===== src/rtl/calc_result_acc.sv =====
// calc_result_acc: accumulates 8x4 grids of partial products across K-tiles
// (mod 2^ACC_W) and drains the finished Y tile row by row over valid/ready.
// Optional build macro CALC_ACC_ROUND_EN: output lanes are rounded and shifted
// right by SHIFT instead of being passed through raw.
//
// state | meaning
// IDLE  | accumulators hold nothing valid; next beat overwrites them
// ACCUM | at least one K-tile accumulated, waiting for more / in_last
// DRAIN | emitting result rows, upstream held off
module calc_result_acc #(
    parameter int ROWS  = 8,
    parameter int COLS  = 4,
    parameter int IN_W  = 17,
    parameter int ACC_W = 16,
    parameter int SHIFT = 8
) (
    input  logic                                     clk,
    input  logic                                     rst_n,
    input  logic                                     in_valid,
    input  logic                                     in_last,
    input  logic [ROWS-1:0][COLS-1:0][IN_W-1:0]      partial_in,
    output logic                                     in_ready,
    output logic                                     out_valid,
    input  logic                                     out_ready,
    output logic [COLS-1:0][ACC_W-1:0]               out_data,
    output logic [$clog2(ROWS)-1:0]                  out_row,
    output logic                                     out_last,
    output logic [15:0]                              tile_cnt
);

    localparam int RW = $clog2(ROWS);
    localparam logic [RW-1:0] LAST_ROW = RW'(ROWS - 1);

    localparam logic [1:0] IDLE  = 2'd0;
    localparam logic [1:0] ACCUM = 2'd1;
    localparam logic [1:0] DRAIN = 2'd2;

`ifdef CALC_ACC_ROUND_EN
    localparam logic [ACC_W-1:0] HALF = ACC_W'(1) << (SHIFT - 1);
`else
    // SHIFT only matters for the rounding build.
    localparam int SHIFT_UNUSED = SHIFT;
`endif

    logic [1:0]       state;
    logic [RW-1:0]    row_ptr;
    logic [ACC_W-1:0] acc [ROWS][COLS];
    logic             accept;
    logic             unused_hi_bits;

    assign in_ready = (state != DRAIN);
    assign accept   = in_valid && in_ready;

    // Partial bits above ACC_W cannot affect a mod 2^ACC_W sum; sink them.
    always_comb begin
        unused_hi_bits = 1'b0;
        for (int r = 0; r < ROWS; r++) begin
            for (int c = 0; c < COLS; c++) begin
                unused_hi_bits = unused_hi_bits ^ (^partial_in[r][c][IN_W-1:ACC_W]);
            end
        end
    end

    // Tile sequencing: load/accumulate grids, then step the row pointer through the drain.
    always_ff @(posedge clk or negedge rst_n) begin
        if (!rst_n) begin
            state    <= IDLE;
            row_ptr  <= '0;
            tile_cnt <= '0;
            for (int r = 0; r < ROWS; r++) begin
                for (int c = 0; c < COLS; c++) begin
                    acc[r][c] <= '0;
                end
            end
        end else begin
            case (state)
                IDLE: begin
                    if (accept) begin
                        for (int r = 0; r < ROWS; r++) begin
                            for (int c = 0; c < COLS; c++) begin
                                acc[r][c] <= partial_in[r][c][ACC_W-1:0];
                            end
                        end
                        tile_cnt <= 16'd1;
                        state    <= in_last ? DRAIN : ACCUM;
                    end
                end
                ACCUM: begin
                    if (accept) begin
                        for (int r = 0; r < ROWS; r++) begin
                            for (int c = 0; c < COLS; c++) begin
                                acc[r][c] <= acc[r][c] + partial_in[r][c][ACC_W-1:0];
                            end
                        end
                        if (tile_cnt != 16'hFFFF) begin
                            tile_cnt <= tile_cnt + 16'd1;
                        end
                        if (in_last) begin
                            state <= DRAIN;
                        end
                    end
                end
                DRAIN: begin
                    if (out_ready) begin
                        if (row_ptr == LAST_ROW) begin
                            row_ptr  <= '0;
                            tile_cnt <= '0;
                            state    <= IDLE;
                        end else begin
                            row_ptr <= row_ptr + 1'b1;
                        end
                    end
                end
                default: state <= IDLE;
            endcase
        end
    end

    // Output row view: purely state-derived, so it holds steady under backpressure.
    always_comb begin
        out_valid = (state == DRAIN);
        out_row   = row_ptr;
        out_last  = (state == DRAIN) && (row_ptr == LAST_ROW);
        out_data  = '0;
        if (state == DRAIN) begin
            for (int c = 0; c < COLS; c++) begin
`ifdef CALC_ACC_ROUND_EN
                out_data[c] = (acc[row_ptr][c] + HALF) >> SHIFT;
`else
                out_data[c] = acc[row_ptr][c];
`endif
            end
        end
    end

endmodule


===== config.mk =====
export PLATFORM = sky130hd
export DESIGN_NAME = calc_result_acc
export DESIGN_NICKNAME = d
export VERILOG_FILES = /design/src/rtl/calc_result_acc.sv
export SDC_FILE = /design/constraint.sdc
export NUM_CORES = 2
export LEC_CHECK = 0
export CAP_MARGIN = 20
export CELL_PAD_IN_SITES_DETAIL_PLACEMENT = 0
export CELL_PAD_IN_SITES_GLOBAL_PLACEMENT = 2
export CORE_MARGIN = 8
export CORE_UTILIZATION = 38
export DETAILED_ROUTE_END_ITERATION = 6
export PLACE_DENSITY = 0.94
export SYNTH_ARGS = -nofsm -noshare
export SYNTH_HDL_FRONTEND = slang
export SYNTH_SLANG_ARGS = --single-unit

===== constraint.sdc =====
create_clock -name clk -period 4.5 [get_ports clk]
set_input_delay 0.9 -clock clk [delete_from_list [all_inputs] [get_ports clk]]
set_output_delay 0.9 -clock clk [all_outputs]
set_load 0.02 [all_outputs]

## Word-level counts from Yosys, hierarchy flattened

Cells that the tools add are included.

| operators by class | value |
|---|---|
| $add $sub $neg | 34 |
| order comparisons | 1 |
| eq/ne operators | 11 |
| muxes and demuxes | 21 |
| bitwise gates (word level) | 1 |
| reduce and logical (&&, ||, !) cells | 9 |

Operator list:

| operator | count |
|---|---|
| 2-to-1 mux 512 bit | 2 |
| one-hot mux 512 bit (2 select lines) | 1 |
| adder 16 bit | 32 |
| binary-select mux 64 bit (select 3 bit) | 1 |
| 2-to-1 mux 64 bit | 3 |
| 2-to-1 mux 16 bit | 5 |
| one-hot mux 16 bit (3 select lines) | 1 |
| adder 16 x 1 -> 16 bit, second input constant | 1 |
| != test 16 bit, second input constant | 1 |
| 2-to-1 mux 2 bit | 6 |
| != test 2 bit, second input constant | 5 |
| one-hot mux 2 bit (3 select lines) | 1 |
| AND reduction 6 bit | 1 |
| AND reduction 5 bit | 1 |
| greater-or-equal comparator 4 bit, second input constant | 1 |
| != test 2 x 1 -> 1 bit, second input constant | 2 |
| inverter 3 -> 4 bit | 1 |
| adder 3 x 1 -> 3 bit, second input constant | 1 |
| == test 3 bit, second input constant | 1 |
| 2-to-1 mux 3 bit | 1 |
| AND reduction 3 bit | 1 |
| nonzero test 3 bit | 1 |
| == test 2 x 1 -> 1 bit, second input constant | 1 |
| == test 2 bit, second input constant | 1 |
| other kinds (4) | 5 |

| storage, ports and cells | value |
|---|---|
| bits in registers | 533 |
| word-level logic and storage cells | 112 |

## Longest topological paths before layout

| depth | value |
|---|---|
| word-level depth | 5 |
| mapped depth | 11 |
| gate-level depth less buffers | 9 |

## Worst setup path after synthesis

OpenSTA, ideal clock, no wires.

| timing | value |
|---|---|
| path kind | input to register |
| start point | input port partial_in[0] in the netlist's numbering |
| end point | register acc[504] in the netlist's numbering |
| setup time | 0.133 ns |
| arrival | 2.805 ns |
| setup slack | 1.562 ns |
| stages on the path | 9 |
| cells stage by stage | ha_1 > fa_1 > a21o_1 > a21o_1 > a2111oi_0 > nor2_1 > a21oi_1 > xor2_1 > o21ai_0 |

| on the way | value |
|---|---|
| longest elaborated chain between the ends | 3 |

RTL lines:

| element | RTL line | text |
|---|---|---|
| start, declared | 21 | `input logic [ROWS-1:0][COLS-1:0][IN_W-1:0] partial_in,` |
| adder 16 bit | 92 | `acc[r][c] <= acc[r][c] + partial_in[r][c][ACC_W-1:0];` |
| 2-to-1 mux 512 bit | 89 | `if (accept) begin` |
| one-hot mux 512 bit (2 select lines) | 76 | `case (state)` |
| end signal, assigned by index | 81 | `acc[r][c] <= partial_in[r][c][ACC_W-1:0];` |
| end signal, assigned by index | 92 |  |
| end, declared | 47 | `logic [ACC_W-1:0] acc [ROWS][COLS];` |

No other way between the ends. The select of a mux whose other input is x is not followed.
A chain may end at the register's enable or synchronous reset.

==> run metrics <==
status=finished clean; final non-filler cell area=61900 µm²; Core Area=134000 µm²; Clock Sinks=533; Worst EP arrival=3.41 ns; Cells after Synth=5739; CP max stage delay=0.79 ns; clock tree buffer depth=3; Combinational Power Share=64.7%; Post-Syn Area=51200 µm²; share of cells above drive strength 1=9.33%; GP Congestion=0.926; crit path max fanout=14; Most used DFF post-synth=dfrtp_1; fillers=12761; Setup-failing EPs final=0; WL per Instance=24.2 µm; Root Buffer=clkbuf_16; pin count of the biggest net entering global routing=133; Hold Vio Cnt, Final=0; CTS Buf Count=75; clock power share=14.1%; final period utilization=95.8%; PwrDens=738 nW/µm²; drt initial violations=3622; Post-route DRC=0; part of the Yosys area used for sequential elements=26.0%; setup TNS=0 ns; Syn Nets=6807; worst-margin pin slew=0.932 ns; mean area per synthesized cell=8.93 µm²; DP Area=59200 µm²; Max-Cap Viols=0; Top Ports=635; WS Path Type=flop to output port; reg-to-reg startpoint=state[0]$_DFFE_PN0P_; CP required=3.60 ns; number of synthesized flops with an enable pin=0; antenna-violating nets left=0; yosys synthesis warning count=0; Max Clock Freq=232 MHz; fin. max-slew vios=0; Area Overhead vs Synth=20.7%; CTS tree=built; max_slew headroom=37.9%; Switch Pwr=21600 µW; critical path's slowest cell=dfrtp_4; H-tree lvl count=3; Post-CTS Hold Buffers=0; R2R depth=8; clk slew on worst S/H paths=0.06 ns; peak supply drop=0.391 mV; Starting Density=38.4%; Worst Setup SP=out_row[0]$_DFFE_PN0P_; num rows=134; cells along the critical path=buf_4, mux4_2, mux2i_1, nor2_1, clkdlybuf4s50_1; asr flop ratio synth=100%; Reg power frac=21.2%; area occupied by multi-input gates=36400 µm²; total track usage=25.6%; Clock Skews=0.0264 ns; detailed-placement wirelength estimate=147000 µm; Synth area leaders=dfrtp_1 (26%), ha_1 (12%), mux4_2 (6.5%), a21oi_1 (6.5%), mux2i_1 (5.3%); final cell count without fillers=8079; Switching Share=47.2%; HP Class=input pin to async pin; internal power=24100 µW; Period minus WS final=4.31 ns; Finished Core Util=46.3%; post-synth top area share=26.0%; distinct cell type count after synthesis=83; leak pwr=0.0264 µW; total grt overflow=0; Startpoint Class=flop; Critical R2R Capture=acc[239]$_DFFE_PN0P_; RSZ-0062 raised after global routing=false; die area=147000 µm²; WL final=196000 µm; vias in the first global route=47159; drt pass-1 iters=6; Vias/cell=5.94; initial antenna violation count=73; # placed instances=7900; CP Capture Type=output port; crit path capture=out_data[41]; register area=13300 µm²; Port Buffers=602; Post-synth top cells=a21oi_1 (661), dfrtp_1 (533), nand2_1 (498); vias=48025; die height=383 µm; later-pin clock latency in the skew report=0.68 ns; first-pass GRT wire length=294000 µm; most frequent cell after synthesis=a21oi_1; number of nets in the layout=7278; Die Span X=383 µm; FF-to-FF setup slack=1.26 ns; Yosys reg bits=533; largest area contributor in the netlist=dfrtp_1
registers in the layout, summed over array words and instances (netlist names):
signal,flops
acc,512
tile_cnt,16
out_row,3
state,2
layout by cell type, fill, tap and decap left out, types with 188 or more instances in the layout:
cell type,count
and3_1,194
ha_1,485
nand2_1,497
mux2i_1,269
xnor2_1,223
dfrtp_1,530
a21o_1,188
a21oi_1,661
nor2_1,364
o21ai_0,480
clkdlybuf4s50_1,600
power by group through the flow:
stage | registers [µW] | logic, µW | clock network, µW
floorplan | 8580 | 22100 | 0
global placement | 9620 | 28800 | 0
detailed placement | 9740 | 29200 | 0
CTS | 9660 | 29500 | 6590
global route | 9990 | 32400 | 6730
finish | 9680 | 29600 | 6420
kinds of logic (layout without fill, tap and decap cells):
kind of cell / Yosys count / in the layout / synth area share [%]
AOI/OAI and AO/OA: 2049 / 2049 / 25.7
and+or+nand+nor: 1524 / 1524 / 14.4
DFF: 533 / 533 / 26.0
adders and majority gates: 519 / 519 / 13.1
muxes: 445 / 445 / 12.4
buffers and inverters: 362 / 895 / 3.12
xor gates and xnor gates: 307 / 307 / 5.25
other: 0 / 39 / 0
stage by stage:
stage	hold slack (ns)	worst slack, ns	power, µW
after global placement	0.486	0.491	38400
after global routing	0.297	0.0308	49200
after CTS	0.266	0.0983	45700
after detailed placement	0.496	0.502	39000
after floorplan	0.469	1.56	30700
final	0.281	0.189	45700
what timing repair did:
action	4_1_cts	5_1_grt
setup endpoints to repair	5	0
resized for setup	1	0
setup buffers	1	0
how the worst min path moves through the flow:
stage,start,cells after the start,endpoint
CTS,rst_n,1,acc[116]$_DFFE_PN0P_
finish,rst_n,1,acc[116]$_DFFE_PN0P_
floorplan,acc[28]$_DFFE_PN0P_,2,acc[28]$_DFFE_PN0P_
global placement,acc[7]$_DFFE_PN0P_,2,acc[7]$_DFFE_PN0P_
detailed placement,acc[279]$_DFFE_PN0P_,2,acc[279]$_DFFE_PN0P_
global route,rst_n,1,acc[116]$_DFFE_PN0P_
cell type report:
type                            count  share of cell area, %
Multi-Input combinational cell   4844                   58.8
Sequential cell                   533                   21.6
Timing Repair Buffer              691                   11.3
Clock buffer                      111                   3.71
Tap cell                         1768                   3.58
Clock inverter                     28                  0.506
Inverter                           65                  0.410
Antenna cell                       39                  0.158
per-layer routing:
layer	global-route usage, %	vias up	part of all wire, %
met5	0	-	0.13
met4	9.76	34	3.8
met3	5.64	338	7.1
met2	42.6	1496	47
met1	32.4	23484	42
li1	-	22673	-
worst max-delay path: cells and delay by family (launching register included):
| kind | cells | cell delay, ns |
|---|---|---|
| buf+inv | 2 | 0.95 |
| flops | 1 | 0.79 |
| mux | 2 | 0.91 |
| simple gates | 1 | 0.07 |
Note: power is estimated with default switching activity, not from simulation.
